$ cat src/rtl/i2s_pkg.sv
// -----------------------------------------------------------------------------
// i2s_pkg
// Shared definitions for the i2s_tx_stream transmitter.
//   fmt_e        : serial format encoding carried on the 2-bit fmt port
//   params_legal : elaboration-time legality check of the transmitter geometry
// -----------------------------------------------------------------------------
package i2s_pkg;

    typedef enum logic [1:0] {
        FMT_I2S     = 2'd0,
        FMT_LJ      = 2'd1,
        FMT_RJ      = 2'd2,
        FMT_I2S_ALT = 2'd3   // reserved code, behaves exactly like FMT_I2S
    } fmt_e;

    // Sample must fit in its slot, the divider needs a low and a high phase,
    // and the FIFO pointers rely on natural wrap of a power-of-two depth.
    function automatic bit params_legal(input int sample_w, input int slot_w,
                                        input int bclk_div, input int fifo_depth);
        return (sample_w >= 1) && (sample_w <= slot_w) && (bclk_div >= 2) &&
               (fifo_depth >= 2) && ((fifo_depth & (fifo_depth - 1)) == 0);
    endfunction

endpackage

$ cat src/rtl/i2s_tx_stream_sample_fifo.sv
// -----------------------------------------------------------------------------
// sample_fifo
// Synchronous FIFO holding stereo sample pairs. Not fall-through: a word pushed
// at edge T is first visible (empty deasserted, dout valid) after edge T.
// Simultaneous push and pop are both honoured and leave level unchanged.
//   clk, resetn : system clock, asynchronous active-low reset
//   push, din   : write request (ignored when full) and write data
//   pop, dout   : read request (ignored when empty) and head-of-queue data
//   empty, full : registered status flags
//   level       : registered number of entries held (0..DEPTH)
// -----------------------------------------------------------------------------
module sample_fifo #(
    parameter int WIDTH = 48,
    parameter int DEPTH = 4
) (
    input  logic                     clk,
    input  logic                     resetn,
    input  logic                     push,
    input  logic [WIDTH-1:0]         din,
    input  logic                     pop,
    output logic [WIDTH-1:0]         dout,
    output logic                     empty,
    output logic                     full,
    output logic [$clog2(DEPTH):0]   level
);

    localparam int PTR_W = $clog2(DEPTH);

    logic [WIDTH-1:0]  mem [DEPTH];
    logic [PTR_W-1:0]  wr_ptr;
    logic [PTR_W-1:0]  rd_ptr;
    logic              do_push;
    logic              do_pop;
    logic [PTR_W:0]    level_next;

    assign do_push = push && !full;
    assign do_pop  = pop && !empty;
    assign dout    = mem[rd_ptr];

    always_comb begin
        level_next = level;
        if (do_push && !do_pop) begin
            level_next = level + 1'b1;
        end else if (do_pop && !do_push) begin
            level_next = level - 1'b1;
        end
    end

    // NOTE: the storage array has no reset; contents are meaningless until
    // written, and the pointer/level reset alone discards everything held.
    always_ff @(posedge clk) begin
        if (do_push) begin
            mem[wr_ptr] <= din;
        end
    end

    // NOTE: sequential state uses non-blocking assignments so every register
    // samples pre-edge values regardless of statement order.
    always_ff @(posedge clk or negedge resetn) begin
        if (!resetn) begin
            wr_ptr <= '0;
            rd_ptr <= '0;
            level  <= '0;
            empty  <= 1'b1;
            full   <= 1'b0;
        end else begin
            if (do_push) wr_ptr <= wr_ptr + 1'b1;
            if (do_pop)  rd_ptr <= rd_ptr + 1'b1;
            level <= level_next;
            empty <= (level_next == '0);
            full  <= (level_next == (PTR_W + 1)'(DEPTH));
        end
    end

endmodule

$ cat src/rtl/i2s_tx_stream.sv
// -----------------------------------------------------------------------------
// i2s_tx_stream
// Stereo I2S / left-justified / right-justified serial transmitter with an
// internal sample-pair FIFO and a built-in BCLK divider.
//   clk            : system clock (clk_384 domain)
//   resetn         : asynchronous active-low reset
//   in_valid/ready : sample-pair handshake; in_ready is low only when full
//   in_left/right  : two's complement samples, SAMPLE_W bits
//   fmt            : 0 I2S, 1 LJ, 2 RJ, 3 I2S; latched at each frame start
//   underrun_mute  : on an empty FIFO at frame start, 1 plays zeros, 0 repeats
//   bclk/lrclk     : bit clock and word select (0 = left slot)
//   sdata          : serial data, MSB first, changes on bclk falling edge
//   underrun       : one-cycle pulse per frame started with an empty FIFO
//   fifo_level     : entries currently held
// -----------------------------------------------------------------------------
module i2s_tx_stream
    import i2s_pkg::*;
#(
    parameter int SAMPLE_W   = 24,
    parameter int SLOT_W     = 32,
    parameter int BCLK_DIV   = 25,
    parameter int FIFO_DEPTH = 4
) (
    input  logic                          clk,
    input  logic                          resetn,
    input  logic                          in_valid,
    output logic                          in_ready,
    input  logic [SAMPLE_W-1:0]           in_left,
    input  logic [SAMPLE_W-1:0]           in_right,
    input  logic [1:0]                    fmt,
    input  logic                          underrun_mute,
    output logic                          bclk,
    output logic                          lrclk,
    output logic                          sdata,
    output logic                          underrun,
    output logic [$clog2(FIFO_DEPTH):0]   fifo_level
);

    if (!params_legal(SAMPLE_W, SLOT_W, BCLK_DIV, FIFO_DEPTH)) begin : g_param_check
        $error("i2s_tx_stream: illegal SAMPLE_W/SLOT_W/BCLK_DIV/FIFO_DEPTH combination");
    end

    localparam int FRAME_W = 2 * SLOT_W;
    localparam int C_W     = $clog2(BCLK_DIV);
    localparam int B_W     = $clog2(FRAME_W);
    localparam int HALF    = (BCLK_DIV + 1) / 2;   // bclk low for the first ceil(DIV/2) counts
    localparam int RJ_OFS  = SLOT_W - SAMPLE_W;    // leading zero bits of an RJ slot
    localparam int PAIR_W  = 2 * SAMPLE_W;

    localparam logic [C_W-1:0] C_LAST = C_W'(BCLK_DIV - 1);
    localparam logic [B_W-1:0] B_LAST = B_W'(FRAME_W - 1);

    // Divider / bit counter state. Reset values make the first edge after
    // reset release a frame start.
    logic [C_W-1:0]    c_q;
    logic [C_W-1:0]    c_next;
    logic [B_W-1:0]    b_q;
    logic [B_W-1:0]    b_next;
    logic              bit_start;
    logic              frame_start;

    // Current pair {left, right}, frame format and the one-bit I2S delay.
    logic [PAIR_W-1:0] pair_q;
    logic [PAIR_W-1:0] pair_next;
    fmt_e              fmt_q;
    fmt_e              fmt_next;
    logic              i2s_dly_q;

    // FIFO interface
    logic [PAIR_W-1:0] fifo_dout;
    logic              fifo_empty;
    logic              fifo_full;

    // Bit selection for the bit period that starts at the coming edge
    logic              slot_right;
    logic [SAMPLE_W-1:0] sample;
    logic [SAMPLE_W-1:0] lj_word;
    logic [SAMPLE_W-1:0] rj_word;
    int                pos;
    int                rj_shift;
    logic              lj_bit;
    logic              rj_bit;
    logic              sdata_next;

    sample_fifo #(
        .WIDTH (PAIR_W),
        .DEPTH (FIFO_DEPTH)
    ) u_fifo (
        .clk    (clk),
        .resetn (resetn),
        .push   (in_valid),
        .din    ({in_left, in_right}),
        .pop    (frame_start),
        .dout   (fifo_dout),
        .empty  (fifo_empty),
        .full   (fifo_full),
        .level  (fifo_level)
    );

    assign in_ready    = !fifo_full;
    assign bit_start   = (c_q == C_LAST);
    assign frame_start = bit_start && (b_q == B_LAST);
    assign c_next      = bit_start ? '0 : c_q + C_W'(1);
    assign b_next      = !bit_start ? b_q : (frame_start ? '0 : b_q + B_W'(1));

    // NOTE: every signal driven here gets a default first so no path leaves
    // it unassigned and no latch is inferred.
    always_comb begin
        fmt_next  = fmt_q;
        pair_next = pair_q;
        if (frame_start) begin
            fmt_next = fmt_e'(fmt);
            if (!fifo_empty) begin
                pair_next = fifo_dout;
            end else if (underrun_mute) begin
                pair_next = '0;
            end
        end

        slot_right = (b_next >= B_W'(SLOT_W));
        pos        = slot_right ? int'(b_next) - SLOT_W : int'(b_next);
        sample     = slot_right ? pair_next[SAMPLE_W-1:0] : pair_next[PAIR_W-1 -: SAMPLE_W];

        // Shifting the wanted bit up to the MSB avoids a variable bit index;
        // positions past the sample shift everything out and yield 0.
        lj_word  = sample << pos;
        lj_bit   = lj_word[SAMPLE_W-1];
        rj_shift = (pos >= RJ_OFS) ? pos - RJ_OFS : 0;
        rj_word  = sample << rj_shift;
        rj_bit   = (pos >= RJ_OFS) ? rj_word[SAMPLE_W-1] : 1'b0;

        case (fmt_next)
            FMT_LJ:  sdata_next = lj_bit;
            FMT_RJ:  sdata_next = rj_bit;
            default: sdata_next = i2s_dly_q;   // I2S: LJ stream one bit late
        endcase
    end

    always_ff @(posedge clk or negedge resetn) begin
        if (!resetn) begin
            c_q       <= C_LAST;
            b_q       <= B_LAST;
            bclk      <= 1'b0;
            lrclk     <= 1'b0;
            sdata     <= 1'b0;
            underrun  <= 1'b0;
            i2s_dly_q <= 1'b0;
            pair_q    <= '0;
            fmt_q     <= FMT_I2S;
        end else begin
            c_q      <= c_next;
            bclk     <= (int'(c_next) >= HALF);
            underrun <= frame_start && fifo_empty;
            if (bit_start) begin
                b_q       <= b_next;
                lrclk     <= slot_right;
                sdata     <= sdata_next;
                // The delay always tracks the LJ stream, so switching into I2S
                // replays the last LJ bit of the previous frame.
                i2s_dly_q <= lj_bit;
            end
            if (frame_start) begin
                pair_q <= pair_next;
                fmt_q  <= fmt_next;
            end
        end
    end

endmodule

$ cat config.mk
export PLATFORM = sky130hd
export DESIGN_NAME = i2s_tx_stream
export DESIGN_NICKNAME = d
export VERILOG_FILES = /design/src/rtl/i2s_pkg.sv /design/src/rtl/i2s_tx_stream_sample_fifo.sv /design/src/rtl/i2s_tx_stream.sv
export SDC_FILE = /design/constraint.sdc
export NUM_CORES = 1
export LEC_CHECK = 0
export ABC_AREA = 1
export CELL_PAD_IN_SITES_DETAIL_PLACEMENT = 0
export CELL_PAD_IN_SITES_GLOBAL_PLACEMENT = 1
export CORE_ASPECT_RATIO = 0.9
export CORE_MARGIN = 4
export CORE_UTILIZATION = 50
export DETAILED_ROUTE_END_ITERATION = 10
export DONT_BUFFER_PORTS = 1
export PLACE_DENSITY = 0.75
export REMOVE_ABC_BUFFERS = 1
export SLEW_MARGIN = 20
export SYNTH_ARGS = -nofsm -noshare
export SYNTH_HDL_FRONTEND = slang
export SYNTH_SLANG_ARGS = --single-unit
$ cat constraint.sdc
create_clock -name clk -period 5.75 [get_ports clk]
set_input_delay 0.2875 -clock clk [delete_from_list [all_inputs] [get_ports clk]]
set_output_delay 0.2875 -clock clk [all_outputs]
set_load 0.005 [all_outputs]
-- Word-level counts from Yosys, hierarchy flattened
Memory sizes are Yosys's and may differ from the RTL's.
Cells that the tools add are included.
- equal/unequal tests: 5
- multiplexer cells: 16
- reduce and logical (&&, ||, !) cells: 11
- magnitude comparators: 3
- add/sub/neg operators: 8
- shift-type cells: 2
- operators by type and width (kind ; count):
    $mux W48 ; 3
    $mux W32 ; 2
    $shl A24 B32 Y24 ; 2
    $ge A32 B5 Y1 const B ; 1
    $sub A32 B5 Y32 const B ; 1
    $mux W24 ; 1
    $mux W6 ; 2
    $sub A6 B6 Y7 const B ; 1
    $add A6 B1 Y6 const B ; 1
    $eq A6 B6 Y1 const B ; 1
    $ge A6 B6 Y1 const B ; 1
    $logic_and A1 B1 Y1 ; 6
    $mux W3 ; 2
    $add A5 B1 Y5 const B ; 1
    $eq A5 B5 Y1 const B ; 1
    $ge A5 B4 Y1 const B ; 1
    $mux W5 ; 1
    $add A2 B1 Y2 const B ; 2
    $logic_not A1 Y1 ; 4
    $add A3 B1 Y3 const B ; 1
    $eq A3 B3 Y1 const B ; 1
    $logic_not A3 Y1 ; 1
    $mux W1 ; 3
    $sub A3 B1 Y3 const B ; 1
    other kinds (4) ; 4
- memories: 1
- bits in writable memories: 192
- output and inout port bits: 8
- flip-flop bits (word level): 75
- logic and storage cells: 60
- input port bits: 54
- memory list (memory ; depth ; width ; rd ports ; clocked after memory_dff ; wr ports ; line ; RTL):
    u_fifo.mem ; 4 ; 48 ; 1 ; 0 ; 1 ; i2s_tx_stream_sample_fifo.sv:29 ; logic [WIDTH-1:0] mem [DEPTH];

-- Longest topological paths before layout
Gate-level depths: netlist (run 1).
- word-level depth: 11
- gate-level depth with buffers: 26
- mapped depth without buffers: 24

-- Modules after synthesis
From an unflattened synthesis (run 1), not the netlist that was laid out.
- cell total of the unflattened synthesis: 1176
- area total of the unflattened synthesis: 12007.8 µm²
- modules (own cells, without submodules) (module ; instances ; seq. area each (µm²) ; cells an instance ; area each (µm²)):
    sample_fifo ; 1 ; 5992.0 ; 545 ; 7657.3
    i2s_tx_stream ; 1 ; 1661.6 ; 631 ; 4350.4

-- Least setup slack after synthesis (run 1)
OpenSTA, ideal clock, no wires.
- path kind: flip-flop to flip-flop
- start: register u_fifo.wr_ptr[0]
- end: memory u_fifo.mem[2][0] (enable)
- path slack: 2624 ps
- buffers on the path: 0
- clock period less this slack: 3126 ps
- stages on the path, launching flop included: 5
- required time: 5296 ps
- arrival time: 2673 ps
- cell sequence: dfrtp_1 -> inv_1 -> ha_1 -> inv_1 -> nor2_1
- RTL lines (what ; line ; RTL):
    start: declaration ; i2s_tx_stream_sample_fifo.sv:30 ; logic [PTR_W-1:0] wr_ptr;
    start signal: assignment ; i2s_tx_stream_sample_fifo.sv:67 ; if (do_push) wr_ptr <= wr_ptr + 1'b1;
    end: declaration ; i2s_tx_stream_sample_fifo.sv:29 ;
No word-level cell before the write port.

-- Worst setup path in the final report (run 1)
- start: register c_q[0]
- end: register sdata
- word-level cells in the longest chain between the ends: 11
- elaborated cells between the ends (all ways): 19
- ends and longest elaborated chain (what ; line ; RTL):
    start: declaration ; i2s_tx_stream.sv:55 ; logic [C_W-1:0] c_q;
    start signal: assignment ; i2s_tx_stream.sv:151 ; c_q <= c_next;
    $eq A5 B5 Y1 * ; i2s_tx_stream.sv:101 ; assign bit_start = (c_q == C_LAST);
    $logic_and A1 B1 Y1 ; i2s_tx_stream.sv:102 ; assign frame_start = bit_start && (b_q == B_LAST);
    $mux W6 (2 in series) ; i2s_tx_stream.sv:104 ; assign b_next = !bit_start ? b_q : (frame_start ? '0 : b_q + B_W'(1));
    $sub A6 B6 Y7 / $ge A6 B6 Y1 (equally long branches) ; i2s_tx_stream.sv:121, i2s_tx_stream.sv:120 ;
    $mux W32 ; i2s_tx_stream.sv:121 ; pos = slot_right ? int'(b_next) - SLOT_W : int'(b_next);
    $sub A32 B5 Y32 / $ge A32 B5 Y1 (equally long branches) ; i2s_tx_stream.sv:128, i2s_tx_stream.sv:130 ;
    $mux W32 ; i2s_tx_stream.sv:128 ; rj_shift = (pos >= RJ_OFS) ? pos - RJ_OFS : 0;
    $shl A24 B32 Y24 ; i2s_tx_stream.sv:129 ; rj_word = sample << rj_shift;
    $mux W1 ; i2s_tx_stream.sv:130 ; rj_bit = (pos >= RJ_OFS) ? rj_word[SAMPLE_W-1] : 1'b0;
    $pmux W1 S2 ; i2s_tx_stream.sv:132 ; case (fmt_next)
    end signal: assignment ; i2s_tx_stream.sv:157 ; sdata <= sdata_next;
    end: declaration ; i2s_tx_stream.sv:34 ; output logic sdata,
Mark *: on every way between the ends. The rest lies on a longest branch, timed or not.
A chain may end at the register's enable or synchronous reset.

==> impl_results.md, run 1 <==
- Status: completed
- Worst Reg2Reg Path Length in Cells: 24
- Mapped Cells: 1103
- Core Region: 0.02271 mm^2
- Clk sinks: about 270
- Ys Warns: 0
- Setup_tns: 0 ns
- Clock skew: 0.02376 ns
- Final period util: ~66%
- Initial DRC count: between 500 and 600
- Initial antenna violation count: 0
- First-pass detailed-route iteration total: 6
- Top cells by area, synth: edfxtp_1 (49%), dfrtp_1 (14%), nand2_1 (11%), nand3_1 (4.0%), inv_1 (2.7%)
- Leakage: 0.005471 uW
- First-pass GRT wire length: 40320 um
- Hold Path Sink: fmt_q[1]
- Power density cells: around 350 mW/mm^2
- # DRC: 0
- Final setup violating endpoints: 0
- Routed vias: 7613
- Unrepaired setup endpoints after global routing: false
- Post-Route WL: 24610 um
- P&R area growth vs syn: 13.95%
- H-Tree Level Count: 1
- FF-to-FF setup slack: slightly below 2 ns
- Post-synthesis register bit count: 267
- Slew Viols, Final: 0
- Slew headroom: 41.13%
- Die Area: 0.02584 mm^2
- GRT busiest layer: met2
- Crit start category: flop
- Antenna cell count: 0
- Final core occ: 58.52%
- Seq/Total Area, Yosys: 65.63%
- Starting Density: 51.36%
- CTS buffer count: 28
- Remaining global-route overflow: 0
- Setup bufs post-CTS: 0
- M3 GR Usage: 3.202%
- Number of global-route vias before repair: approximately 7.6k
- HPWL after detailed placement: around 15000 um
- Max_cap viols: 0
- Root Buffer: clkbuf_16
- Fin crit period: 3.808 ns
- GR Layer Usage met1: 27.36%
- Die width: around 170 um
- Gpl congestion: around 0.94
- Clk Latency, worst-skew pair: 0.55 ns
- Yosys top cell by area: edfxtp_1
- Share of cells above drive strength 1: under 10%
- DR WL/cell: 16.87 um
- Setup crit end kind: flop
- Largest net degree at the start of global routing: 76
- Design Power: 4608 uW
- Synth top area share: 49.44%
- Launch point of the worst reg-to-reg path: c_q[0]
- Layout Nets: approximately 1.2k
- Die H: about 150 um
- VDD IR max: 265.9 uV
- Achievable clock frequency: 262.6 MHz
- CTS tree: done
- Worst hold path depth: 3
- Post_cts resized: 0
- Netlist Area Pre-Place: 0.01166 mm^2
- WP data required: 6.19 ns
- FF-to-FF End: sdata
- Avg Inst Size Synth: about 11 um^2
- Post-route ant nets: 0
- Critical path start-end classification: reg -> reg
- Hold Crit Start: fmt[1]
- Avg Vias per Cell: 5.218
- Total track usage: between 10% and 20%
- Worst Path Max Fanout: 25
- Synth cell types: 42
- CTS clk-pin slew, worst paths: 0.06 ns
- GR Layer Usage met2: 31.49%
- Worst slew pin tran: 0.8831 ns
- CP arrival: 4.25 ns
- Hold Path Class: in -> reg
- Row count: 52
- Bufs on Longest Clock Path: 3
- Num ports: 62
- Port bufs: 0
- Final hold vios: 0
stage by stage:
stage	cells	setup WS (ns)	hold slack, ns	area (um^2)
floorplan	1051	1.654	-0.008091	11400
global placement	1359	2.059	-0.006061	11890
detailed placement	1359	1.929	-0.006305	11890
CTS	1459	1.934	0.001236	13290
global route	1459	1.482	0.02680	13290
finish	1459	1.942	0.02300	13290
critical path: stages, from the launching register on:
cell and delay [ns]:
dfrtp_1 0.41, inv_1 0.09, ha_1 0.18, nand2_2 0.08, nor2_4 0.38, nand3_4 0.18
nand2_4 0.22, nand3_4 0.29, ha_1 0.32, inv_1 0.05, nand2_1 0.04, nor2_1 0.09
nand3_1 0.09, nand2_1 0.37, inv_1 0.13, nor2_2 0.21, nand2_1 0.08, inv_1 0.05
nand2_1 0.05, nand3_1 0.08, nand3_1 0.08, nand3_1 0.07, nand3_1 0.06, nand2_1 0.05
nand2_1 0.05
synthesized netlist by cell type:
library cell,instances
nand2_1,340
edfxtp_1,192
nand3_1,94
inv_1,85
nor2_1,74
dfrtp_1,66
a21oi_1,25
o21ai_0,25
clkbuf_1,23
nand4_1,19
a32o_1,17
buf_2,17
o22ai_1,17
ha_1,14
o21ai_1,10
dfstp_2,9
and2_1,6
buf_1,6
nand2_2,6
buf_6,5
inv_2,5
nor2_4,5
xor2_1,5
nand3_4,4
o21a_1,4
a22oi_1,3
nand2_4,3
nand3_2,3
o211ai_1,3
o21ai_2,3
and2_0,2
nor2_2,2
nor3_1,2
a21boi_0,1
a21oi_4,1
buf_4,1
clkinv_1,1
nor3b_1,1
o21ai_4,1
o21bai_1,1
o31ai_1,1
or2_2,1
metal layers:
metal	part of all wire, %	vias to the layer above	routed length, um
met5	0	-	0
li1	-	3820	-
met4	1.7	0	420
met2	47	133	11680
met3	4.3	38	1061
met1	47	3622	11450
area by class of cell:
class / instances / area [um^2]
Fill cell: 1924 / 9418
Timing Repair Buffer: 61 / 600.6
Sequential cell: 267 / 7655
Inverter: 91 / 341.6
Clock inverter: 15 / 153.9
Clock buffer: 35 / 726.9
Multi-Input combinational cell: 693 / 3440
Tap cell: 297 / 371.6
placed cells by master, fill, tap and decap left out, types with 5 or more instances in the layout:
master | synthesis | routed
nand4_1 | 19 | 19
dfrtp_1 | 66 | 65
clkinv_1 | 1 | 10
and2_1 | 6 | 6
inv_2 | 5 | 6
clkbuf_16 | 0 | 28
buf_4 | 1 | 11
dlygate4sd3_1 | 0 | 49
nand3_1 | 94 | 94
o21ai_0 | 25 | 25
a32o_1 | 17 | 17
nor2_1 | 74 | 70
xor2_1 | 5 | 5
nand2_1 | 340 | 340
edfxtp_1 | 192 | 192
nor2_4 | 5 | 9
clkbuf_1 | 23 | 7
dfstp_2 | 9 | 9
nand2_2 | 6 | 6
o21ai_1 | 10 | 10
a21oi_1 | 25 | 25
o22ai_1 | 17 | 17
inv_1 | 85 | 84
ha_1 | 14 | 14
worst max-delay path by stage:
| stage | from | to | slack [ns] | cells past startpoint |
|---|---|---|---|---|
| CTS | c_q[0] | sdata | 1.93 | 24 |
| global placement | c_q[0] | sdata | 2.06 | 24 |
| detailed placement | c_q[0] | sdata | 1.93 | 24 |
| finish | c_q[0] | sdata | 1.94 | 24 |
| floorplan | u_fifo.rd_ptr[0] | sdata | 1.65 | 19 |
| global route | c_q[0] | sdata | 1.48 | 24 |
sequential cells by signal, summed over array words and instances (netlist names), 2 cells and up:
register / count
b_q: 6
c_q: 5
fmt_q: 2
pair_q: 48
u_fifo.level: 3
u_fifo.mem: 192
u_fifo.rd_ptr: 2
u_fifo.wr_ptr: 2
repair_timing:
item | 4_1_cts | 5_1_grt
setup endpoints to repair | 0 | 0
hold buffers | 50 | 0
endpoints found under the hold margin | 267 | 0
cells by family (layout without fill, tap and decap cells):
family | count (synthesis) | in the layout | synth area share [%]
AO/OA/AOI/OAI | 112 | 112 | 6.287
flip-flops | 267 | 267 | 65.63
adder cells (fa/ha/maj) | 14 | 14 | 1.502
buffers and inverters | 143 | 202 | 5.139
AND/OR/NAND/NOR | 562 | 562 | 21.07
XOR/XNOR | 5 | 5 | 0.3755
where the power goes:
group	total [uW]	internal [uW]	switching, uW
clock network	1720	1020	700
logic	444	128	317
registers	2440	2370	65.3
total	4610	3530	1080
Note: power is estimated with default switching activity, not from simulation.
==> inputs of run 2 (changes only) <==
- ABC_AREA: 1 -> 0
- PLACE_DENSITY: 0.75 -> 0.7
- clock period: 5.75 -> 3.9 ns (I/O delays scaled with it)
==> impl_results.md, run 2 <==
- Status: completed
- Psw: 1547 uW (+43%)
- Clock skew: 0.02599 ns (+0.002230 ns)
- Crit path launch: b_q[0]
- Crit path capture: sdata
- Clk sinks: 267 (unchanged)
- Crit start category: flop
- FF-to-FF End: sdata
- CTS buffer count: 28 (unchanged)
- Initial antenna violation count: 2 (+2)
- FF-to-FF setup slack: 0.30 ns (-1.64 ns)
- Synth Flop Type: edfxtp_1
- H-Tree Level Count: 1 (unchanged)
- Die Area: 0.02412 mm^2 (-6.6%)
- Post-Route WL: 20890 um (-15%)
- Seq/Total Area, Yosys: 70.56% (+4.9 points)
- First-pass GRT wire length: 33790 um (-16%)
- Synth top cells by count: edfxtp_1 (192), dfrtp_1 (66), mux4_2 (51)
- Top cells by area, synth: edfxtp_1 (53%), dfrtp_1 (15%), mux4_2 (11%), a22o_1 (3.9%), dfstp_2 (2.2%)
- Core Region: 0.02108 mm^2 (-7.2%)
- Most common cell after layout, fill and taps aside: edfxtp_1
- Die width: 163.3 um (-3.4%)
- Final hold vios: 0 (unchanged)
- Gpl congestion: 0.9148 (-3.0%)
- Port bufs: 0 (unchanged)
- Post_cts resized: 0 (unchanged)
- Slew headroom: 47.53% (+6.4 points)
- Design Power: 6801 uW (+48%)
- Power density cells: 532.2 mW/mm^2 (+53%)
- WP data required: 4.30 ns (-1.89 ns)
- CP arrival: 4.00 ns (-0.25 ns)
- Largest register FFs: 192 (unchanged)
- Initial DRC count: 391 (-27%)
- Cts-stage hold buffer count: 52 (+4.0%)
- Final period util: 92.27% (+26 points)
- Achievable clock frequency: 277.9 MHz (+5.8%)
- Hold Path Class: in -> reg
- First-pass detailed-route iteration total: 5 (-1)
- Fin crit period: 3.599 ns (-0.2091 ns)
- Hold Crit Start: in_valid
- Leakage: 0.004578 uW (-16%)
- Asr flop ratio synth: 28.09% (unchanged)
- Total track usage: 17.88% (-1.3 points)
- Sw frac: 22.75% (-0.73 points)
- Number of global-route vias before repair: 6048 (-21%)
- Synth top area share: 53.15% (+3.7 points)
- Sequential power share: 52.9% (about the same)
- Share of cells above drive strength 1: 20.51% (+12 points)
- Final setup violating endpoints: 0 (unchanged)
- Post-synthesis register bit count: 267 (unchanged)
- CTS clk-pin slew, worst paths: 0.06 ns (about the same)
- Num ports: 62 (unchanged)
- Root Buffer: clkbuf_16
- CTS tree: done
- Worst slew pin tran: 0.7870 ns (-0.09609 ns)
- Ys Warns: 0 (unchanged)
- Area of the multi-input gates: 0.002977 mm^2 (-13%)
- Post-route ant nets: 0 (unchanged)
- Clk Latency, worst-skew pair: 0.55 ns (about the same)
- # DRC: 0 (unchanged)
- Setup bufs post-CTS: 0 (unchanged)
- DR WL/cell: 21.00 um (+24%)
- Die H: 147.7 um (-3.4%)
- Most frequent cells in the layout: edfxtp_1 (192), dfrtp_1 (64), mux4_2 (51), dlygate4sd3_1 (51), a22o_1 (48)
- VDD IR max: 369.1 uV (+39%)
- Launch point of the worst reg-to-reg path: b_q[0]
- Worst Reg2Reg Path Length in Cells: 15 (-38%)
- Unrepaired setup endpoints after global routing: false
- Internal power: 5254 uW (+49%)
- Avg Inst Size Synth: 17.90 um^2 (+69%)
- Worst Path Max Fanout: 8 (-68%)
- Layout Nets: 753 (-38%)
- Routed vias: 5646 (-26%)
- Setup crit end kind: flop
- Hold slack: 0.1274 ns (+0.1044 ns)
- Row count: 50 (-3.8%)
- Slew Viols, Final: 0 (unchanged)
- Yosys top cell by area: edfxtp_1
- Max_cap viols: 0 (unchanged)
- Largest regs: u_fifo.mem: 192 flops, pair_q: 48 flops, b_q: 6 flops
- EDFF count, synth: 192 (unchanged)
- Register area: 0.007659 mm^2 (about the same)
- HPWL after detailed placement: 13020 um (-13%)
- Netlist Area Pre-Place: 0.01085 mm^2 (-7.0%)
- Critical path start-end classification: reg -> reg
- Mapped Cells: 606 (-45%)
- Final core occ: 60.61% (+2.1 points)
- Avg Vias per Cell: 5.674 (+8.7%)
- Comb pwr share: 9.3% (-0.3 points)
- Top-count cell post-synth: edfxtp_1
- Setup_tns: 0 ns (unchanged)
- Remaining global-route overflow: 0 (unchanged)
- P&R area growth vs syn: 17.81%
- FILL cells: 1553 (-19%)
- Synth cell types: 59 (+40%)
- Starting Density: 51.45% (+0.087 points)
- Bufs on Longest Clock Path: 3 (unchanged)
- Reg with most FFs: u_fifo.mem
- Clock Power Share: 37.8% (+0.4 points)
- Largest net degree at the start of global routing: 76 (unchanged)
==> run 2: cell types whose count changed in the layout (fill, tap and decap cells not counted), moves of 20 or more <==
| cell | change |
|---|---|
| mux2i_1 | +22 |
| inv_1 | -66 |
| mux4_2 | +51 |
| nand2_1 | -315 |
| nand3_1 | -90 |
| a22o_1 | +48 |
| nor2_1 | -50 |
| a21oi_1 | -20 |
==> run 2: worst max-delay path: stages (launching register included) <==
cell,delay (ns)
dfstp_2,0.59
ha_1,0.31
and2_1,0.28
nand2_1,0.15
nor2_1,0.29
mux2_2,0.39
inv_1,0.06
ha_1,0.24
nand3_1,0.08
nand2_1,0.11
nor3_1,0.31
o2111ai_1,0.17
a211oi_1,0.24
nor3_1,0.08
nand4_1,0.10
o31ai_1,0.07
==> run 2: cell families (layout without fill, tap and decap cells) <==
kind of cell / count (synthesis) / after routing / share of synthesized area [%]
AND/OR/NAND/NOR: 86 / 86 / 4.176
XOR/XNOR: 10 / 10 / 0.8075
adder cells (fa/ha/maj): 14 / 14 / 1.615
other: 0 / 2 / 0
flip-flops: 267 / 267 / 70.56
multiplexers: 77 / 77 / 13.03
AO/OA/AOI/OAI: 102 / 102 / 7.567
buffers and inverters: 50 / 151 / 2.238
==> run 2: per-stage QoR <==
step | setup slack, ns | area (um^2) | cells
floorplan | -0.3159 | 10680 | 577
global placement | 0.5128 | 11330 | 889
detailed placement | 0.3124 | 11330 | 889
CTS | 0.3056 | 12770 | 993
global route | 0.008398 | 12780 | 995
finish | 0.3014 | 12780 | 995
==> run 2: worst min path at each step <==
stage | end | slack (ns) | cells after the start
6_report | u_fifo.wr_ptr[0] | 0.13 | 2
5_1_grt | u_fifo.wr_ptr[0] | 0.14 | 2
4_1_cts | u_fifo.wr_ptr[0] | 0.12 | 2
3_5_place_dp | pair_q[0] | -0.09 | 0
3_3_place_gp | pair_q[0] | -0.09 | 0
2_1_floorplan | bclk | -0.10 | 0
==> run 2: layer usage <==
metal	GRT usage, %	vias up	part of all wire, %
met1	25.61	2865	45
met3	3.373	28	4.8
met4	3.396	0	1.7
met5	0	-	0
li1	-	2603	-
met2	29.38	150	49
==> run 2: power groups by stage <==
stage	clock, uW	sequential (uW)	combinational (uW)
2_1_floorplan	0	3630	356
3_3_place_gp	0	3630	560
3_5_place_dp	0	3660	572
4_1_cts	2620	3600	655
5_1_grt	2770	3630	706
6_report	2570	3600	632
==> run 2: area by class of cell <==
type | count | share of cell area (%)
sequential | 267 | 59.93
multi-input combinational | 289 | 23.29
timing repair buffer | 78 | 6.227
clock buffer | 37 | 5.748
tap | 286 | 2.800
clock inverter | 15 | 1.341
inverter | 21 | 0.6169
antenna | 2 | 0.03917
